$ cat src/rtl/zoom_pkg.sv
// zoom_pkg: shared encodings for the pixel-replication zoom engine.
//   estado_t   - control FSM states (OCIOSO, VARRE, ESVAZIA, FIM)
//   FATOR_*    - zoom mode encodings carried on the fator port
//   limita     - clamps a window origin so the zoomed window stays inside the image
package zoom_pkg;

  typedef enum logic [1:0] {
    OCIOSO  = 2'd0,
    VARRE   = 2'd1,
    ESVAZIA = 2'd2,
    FIM     = 2'd3
  } estado_t;

  localparam logic [1:0] FATOR_1X        = 2'd0;
  localparam logic [1:0] FATOR_2X        = 2'd1;
  localparam logic [1:0] FATOR_4X        = 2'd2;
  localparam logic [1:0] FATOR_RESERVADO = 2'd3;

  // min(origem, dim - (dim >> k)); 32-bit so nothing truncates before the final resize.
  function automatic logic [31:0] limita(input logic [31:0] origem, input logic [31:0] dim,
                                         input logic [1:0] k);
    logic [31:0] lim;
    lim = dim - (dim >> k);
    return (origem > lim) ? lim : origem;
  endfunction

endpackage

$ cat src/rtl/contador_varredura.sv
// contador_varredura: row-major x/y raster counter over a LARGURA x ALTURA frame.
//   clock, reset_n - clock and synchronous active-low reset
//   limpar         - synchronous clear to (0,0)
//   avancar        - step to the next pixel (x wraps to 0 and y increments)
//   x, y           - current pixel coordinates
//   ultimo         - high while (x,y) is the last pixel of the frame
module contador_varredura
  import zoom_pkg::*;
#(
  parameter int LARGURA = 320,
  parameter int ALTURA  = 240,
  localparam int X_W    = $clog2(LARGURA),
  localparam int Y_W    = $clog2(ALTURA)
) (
  input  logic           clock,
  input  logic           reset_n,
  input  logic           limpar,
  input  logic           avancar,
  output logic [X_W-1:0] x,
  output logic [Y_W-1:0] y,
  output logic           ultimo
);

  logic fim_linha;
  logic fim_coluna;

  always_comb begin
    fim_linha  = (x == X_W'(LARGURA - 1));
    fim_coluna = (y == Y_W'(ALTURA - 1));
    ultimo     = fim_linha && fim_coluna;
  end

  always_ff @(posedge clock) begin
    if (!reset_n || limpar) begin
      x <= '0;
      y <= '0;
    end else if (avancar) begin
      if (fim_linha) begin
        x <= '0;
        y <= fim_coluna ? '0 : y + 1'b1;
      end else begin
        x <= x + 1'b1;
      end
    end
  end

endmodule

$ cat src/rtl/ampliacao_replicacao.sv
// ampliacao_replicacao: zooms a window of the source image by 1x/2x/4x using pixel
// replication, streaming one output pixel per cycle from source RAM to destination RAM.
//   clock, reset_n             - clock and synchronous active-low reset
//   iniciar, fator             - start request and zoom mode (3 = reserved -> erro)
//   origem_x, origem_y         - source window top-left corner (clamped on accept)
//   end_leitura, ler           - source RAM read address / enable
//   pixel_lido                 - source RAM data, valid the cycle after ler
//   end_escrita, escrever      - destination RAM write address / enable
//   pixel_escrito              - destination RAM write data
//   ocupado, concluido, erro   - busy level, done pulse, error pulse
module ampliacao_replicacao
  import zoom_pkg::*;
#(
  parameter int LARGURA  = 320,
  parameter int ALTURA   = 240,
  parameter int PIXEL_W  = 8,
  localparam int X_W     = $clog2(LARGURA),
  localparam int Y_W     = $clog2(ALTURA),
  localparam int ADDR_W  = $clog2(LARGURA * ALTURA)
) (
  input  logic               clock,
  input  logic               reset_n,
  input  logic               iniciar,
  input  logic [1:0]         fator,
  input  logic [X_W-1:0]     origem_x,
  input  logic [Y_W-1:0]     origem_y,
  output logic [ADDR_W-1:0]  end_leitura,
  output logic               ler,
  input  logic [PIXEL_W-1:0] pixel_lido,
  output logic [ADDR_W-1:0]  end_escrita,
  output logic               escrever,
  output logic [PIXEL_W-1:0] pixel_escrito,
  output logic               ocupado,
  output logic               concluido,
  output logic               erro
);

  estado_t        estado;
  logic [1:0]     k_q;
  logic [X_W-1:0] x0_q;
  logic [Y_W-1:0] y0_q;
  logic [ADDR_W-1:0] dst_q;  // destination address of the read in flight

  logic [X_W-1:0] x;
  logic [Y_W-1:0] y;
  logic           ultimo;

  logic [31:0] end_src;
  logic [31:0] end_dst;

  contador_varredura #(
    .LARGURA (LARGURA),
    .ALTURA  (ALTURA)
  ) u_contador (
    .clock   (clock),
    .reset_n (reset_n),
    .limpar  (estado == OCIOSO),
    .avancar (estado == VARRE),
    .x       (x),
    .y       (y),
    .ultimo  (ultimo)
  );

  always_comb begin
    end_src = (32'(y0_q) + (32'(y) >> k_q)) * 32'(LARGURA) + 32'(x0_q) + (32'(x) >> k_q);
    end_dst = 32'(y) * 32'(LARGURA) + 32'(x);
  end

  // RAM data arrives in the write cycle, so it is forwarded combinationally; gating keeps
  // the bus at 0 whenever no write is in progress (including reset).
  assign pixel_escrito = escrever ? pixel_lido : '0;

  always_ff @(posedge clock) begin
    if (!reset_n) begin
      estado      <= OCIOSO;
      k_q         <= '0;
      x0_q        <= '0;
      y0_q        <= '0;
      dst_q       <= '0;
      end_leitura <= '0;
      end_escrita <= '0;
      ler         <= 1'b0;
      escrever    <= 1'b0;
      ocupado     <= 1'b0;
      concluido   <= 1'b0;
      erro        <= 1'b0;
    end else begin
      ler       <= 1'b0;
      escrever  <= ler;
      concluido <= 1'b0;
      erro      <= 1'b0;
      if (ler) begin
        end_escrita <= dst_q;
      end
      case (estado)
        OCIOSO: begin
          if (iniciar) begin
            if (fator == FATOR_RESERVADO) begin
              erro <= 1'b1;
            end else begin
              k_q     <= fator;
              x0_q    <= X_W'(limita(32'(origem_x), 32'(LARGURA), fator));
              y0_q    <= Y_W'(limita(32'(origem_y), 32'(ALTURA), fator));
              ocupado <= 1'b1;
              estado  <= VARRE;
            end
          end
        end
        VARRE: begin
          ler         <= 1'b1;
          end_leitura <= ADDR_W'(end_src);
          dst_q       <= ADDR_W'(end_dst);
          if (ultimo) begin
            estado <= ESVAZIA;
          end
        end
        ESVAZIA: begin
          // Only the last pending write remains in flight.
          estado <= FIM;
        end
        FIM: begin
          concluido <= 1'b1;
          ocupado   <= 1'b0;
          estado    <= OCIOSO;
        end
        default: estado <= OCIOSO;
      endcase
    end
  end

endmodule

$ cat config.mk
export PLATFORM = sky130hd
export DESIGN_NAME = ampliacao_replicacao
export DESIGN_NICKNAME = d
export VERILOG_FILES = /design/src/rtl/zoom_pkg.sv /design/src/rtl/contador_varredura.sv /design/src/rtl/ampliacao_replicacao.sv
export SDC_FILE = /design/constraint.sdc
export NUM_CORES = 1
export LEC_CHECK = 0
export ABC_CLOCK_PERIOD_IN_PS = 4700
export BUFFER_PORTS_ARGS = -buffer_cell sky130_fd_sc_hd__buf_2
export CAP_MARGIN = 10
export CORE_MARGIN = 5
export CORE_UTILIZATION = 35
export CTS_CLUSTER_DIAMETER = 60
export CTS_CLUSTER_SIZE = 30
export DETAILED_ROUTE_END_ITERATION = 12
export SLEW_MARGIN = 30
export SYNTH_ARGS = -nofsm -noshare
export SYNTH_HDL_FRONTEND = slang
export SYNTH_SLANG_ARGS = --single-unit
export TNS_END_PERCENT = 20
$ cat constraint.sdc
create_clock -name clock -period 4.7 [get_ports clock]
set_input_delay 0 -clock clock [delete_from_list [all_inputs] [get_ports clock]]
set_output_delay 0 -clock clock [all_outputs]
set_load 0.005 [all_outputs]
==> summary.md <==
| Metric | Value |
|---|---|
| Status | `finished clean` |
| CP max FO | `7` |
| Clk sink count | `94` |
| Dpl cells | `slightly above 1000` |
| Leakage | `3.35 nW` |
| Slowest CP cell | `dfxtp_4` |
| Sequential fraction of the synthesis area | `between 20% and 30%` |
| CTS buffer count | `9` |
| Post-Synth XOR/XNOR Area | `approximately 6.6%` |
| Share of layout cells above drive strength 1 | `around 16%` |
| Int Pwr | `between 1.5 and 2 mW` |
| Core area | `~0.018 mm²` |
| First drt pass iteration count | `4` |
| R2r startpoint | `k_q[0]` |
| Synth area leaders | `dfxtp_1 30%, ha_1 15%, mux2i_1 7.1%` |
| Register bit total from synthesis | `between 90 and 100` |
| R2R Setup Slk | `about 310 ps` |
| Routed Antenna Nets | `0` |
| Crit path launch type | `flip-flop` |
| Nets | `around 900` |
| Post-Synth Adder-Cell Area | `between 10% and 20%` |
| Clock Pin Slew Worst Setup and Hold Paths | `approximately 70 ps` |
| H-tree levels | `3` |
| Worst hold path depth | `3` |
| Routed vias/inst | `4.92` |
| Sw power | `around 970 µW` |
| Clock share of power | `between 20% and 30%` |
| Mapped Area | `0.00630 mm²` |
| Layout fillers | `1783` |
| Setup CP Type | `flip-flop to flip-flop` |
| Design area | `about 0.0075 mm²` |
| Post-DP HPWL | `10600 µm` |
| Syn. warnings | `0` |
| Post-route DRC violation count | `0` |
| Post-synth top area share | `29.9%` |
| Most frequent cells in the layout | `94 x nor2_1, 92 x dfxtp_1, 76 x buf_2` |
| Global route overflow | `0` |
| Mux cell area share after synthesis | `approximately a tenth` |
| Min Tclk post-route | `between 4000 and 5000 ps` |
| Placer Congestion | `slightly above 0.8` |
| Die Area | `between 0.02 and 0.025 mm²` |
| Average cell area after synthesis | `8.69 µm²` |
| Achievable frequency | `0.228 GHz` |
| Worst-Skew Late Latency | `350 ps` |
| CTS root buf | `clkbuf_16` |
| Most common cell after layout, fill and taps aside | `nor2_1` |
| Post-synth cell types | `56` |
| RSZ-0062 raised after global routing | `no` |
| Final Instance Count excl. Fillers | `between 1000 and 1500` |
| EDFF count, synth | `0` |
| CTS tree | `yes` |
| Most used cell, CP | `inv_1` |
| Power per cell area | `around 360 mW/mm²` |
| Final core occ | `41.8%` |
| Least-Margin Pin Slew | `around 640 ps` |
| Synth Flop Type | `dfxtp_1` |
| Worst-case reg-to-reg path depth | `21` |
| Type of destination of the critical path | `flip-flop` |
| Max-Cap Viols | `0` |
| Post-synthesis compound-gate area fraction | `15.0%` |
| Worst Setup EP | `end_leitura[15]` |
| Sequential power share | `a little over a third` |
| Combinational group share of total power | `a little over a third` |
| Chip height | `between 100 and 150 µm` |
| First-pass GRT wire length | `~24000 µm` |
| Critical path startpoint | `k_q[0]` |
| Synth area leader | `dfxtp_1` |
| Vias in the first global route | `~5000` |
| HP Class | `primary input to flip-flop` |
| Critical Path AT | `4620 ps` |
| I/O Buffers | `76` |
| IO Count | `77` |
| Starting Density | `between 30% and 40%` |
| Post-Route WL | `between 10000 and 15000 µm` |
| Post-Syn Instances | `slightly above 700` |
| Ant diodes | `0` |
| Total number of vias | `between 5000 and 6000` |
| Row count | `49` |
| Post-synthesis async set-or-reset flop share | `0%` |
| WL/cell | `13.2 µm` |
| Switching Share | `roughly 36%` |
| GRT Total Usage | `between 10% and 20%` |
| Clock skew | `roughly 8.5 ps` |
| Dpl cell area | `about 0.007 mm²` |
| DR iter-0 viols | `180` |
| Critical path required time | `about 4900 ps` |
| Ratio of final minimum period to clock period | `around 93%` |
| Relative slew slack | `between 50% and 60%` |
| Post-Syn Nets | `840` |
| Simple-gate portion of the synthesized area | `16.4%` |
| Area grow syn2layout | `18.4%` |
| Crit-path cells | `mux2_2, nand2_1, o21a_1, inv_1, ha_1, a211o_1, a21oi_2, inv_1, a21oi_2, xor2_1, inv_1, ha_1, ha_4, nor2b_1, o31a_1, o21a_1, nor2_1, xnor3_1, or3_1, nand2_1, a21oi_1` |
| Final setup fails | `0` |
| R2R Path End | `end_leitura[15]` |
| Hold Violations, Final | `0` |
| Total Power | `~2.7 mW` |
| CTS Buffer Depth | `2` |
| Die X-Extent | `roughly 140 µm` |
| CP peak stage delay | `around 400 ps` |
| Initial antenna violation count | `0` |
| Main combinational cell family by area after synthesis | `adder cells` |
| Slew Viols, Final | `0` |
| Setup tns final | `0 ps` |
| Largest net degree at the start of global routing | `37` |
| Max VDD drop | `roughly 0.00023 V` |
==> cells by family after synthesis <==
kind of cell | after synthesis
compound gates | 151
xor+xnor | 46
fa+ha+maj | 85
buf+inv | 77
flops | 94
mux | 53
simple gates | 219
==> cells in the mapped netlist (3+ instances only) <==
cell       n
mux2i_1   45
nor2_1    94
ha_1      77
nand2b_1   5
inv_1     47
o21bai_1   3
dfxtp_1   94
o21ai_0   31
o211ai_1   3
a21oi_1   54
fa_1       8
nand3b_1   3
nor3_1    11
buf_1      3
a211oi_1  21
mux4_2     6
xor2_1    18
o21a_1    10
xnor2_1   27
a21o_1    12
nand4_1    6
clkbuf_1  24
nand2_1   38
nand3_1   18
nor3b_1    5
nor4_1     3
and2_1    14
nor2b_1   11
o31a_1     3
==> power by group through the flow <==
stage / clock, mW / sequential (mW) / combinational (mW)
after CTS: 0.797 / 0.983 / 0.953
after global placement: 0 / 0.998 / 0.932
after floorplan: 0 / 0.971 / 0.719
after global routing: 0.830 / 0.996 / 1.10
final: 0.776 / 0.980 / 0.957
after detailed placement: 0 / 1.00 / 0.939
==> cell type report <==
cell class | instances | area, µm² | area share (%)
Tap cell | 229 | 287 | 3.84
Multi-Input combinational cell | 554 | 4160 | 55.7
Clock buffer | 9 | 225 | 3.02
Clock inverter | 7 | 91.3 | 1.22
Inverter | 48 | 180 | 2.42
Sequential cell | 94 | 1890 | 25.3
Timing Repair Buffer | 105 | 633 | 8.49
==> state kept, by name (all words and copies together) (netlist names) <==
name          count
u_contador.x      9
u_contador.y      8
k_q               2
x0_q              9
estado            2
end_escrita      17
y0_q              8
erro              1
escrever          1
end_leitura      17
ler               1
dst_q            17
ocupado           1
concluido         1
==> worst min path at each step <==
stage                       endpoint     startpoint  slack, ps
floorplan           pixel_escrito[0]  pixel_lido[0]        120
global placement    pixel_escrito[3]  pixel_lido[3]        270
detailed placement  pixel_escrito[7]  pixel_lido[7]        270
CTS                          x0_q[7]    origem_x[7]          9
global route                 x0_q[7]    origem_x[7]         30
finish                       x0_q[7]    origem_x[7]         10
==> per-stage QoR <==
step           setup slack, ps  hold slack (ps)
6_report                   307             11.7
4_1_cts                   18.5             8.98
2_1_floorplan             36.7              116
3_5_place_dp              45.5              274
3_3_place_gp              98.1              273
5_1_grt                   13.7             27.6
==> timing repair <==
item                                    CTS  global route
endpoints found under the setup margin    0             3
setup buffers                             0             1
hold endpoints to repair                 14             0
resized for setup                         0             7
hold buffers                             14             0
==> critical path: cells and delay by family, from the launching register on <==
kind                       cells  cell delay, ps
muxes                          1             350
and+or+nand+nor                5             710
buffers and inverters          3             180
adders and majority gates      3             860
AOI/OAI and AO/OA              7            1260
xor gates and xnor gates       2             500
DFF                            1             390
==> routing by layer <==
layer	up-vias	routed length [µm]	track usage, %
li1	2713	-	-
met1	2339	6600	18.0
met2	78	6300	23.2
met3	17	653	2.68
met4	0	224	3.93
met5	-	0	0
Note: power is estimated with default switching activity, not from simulation.
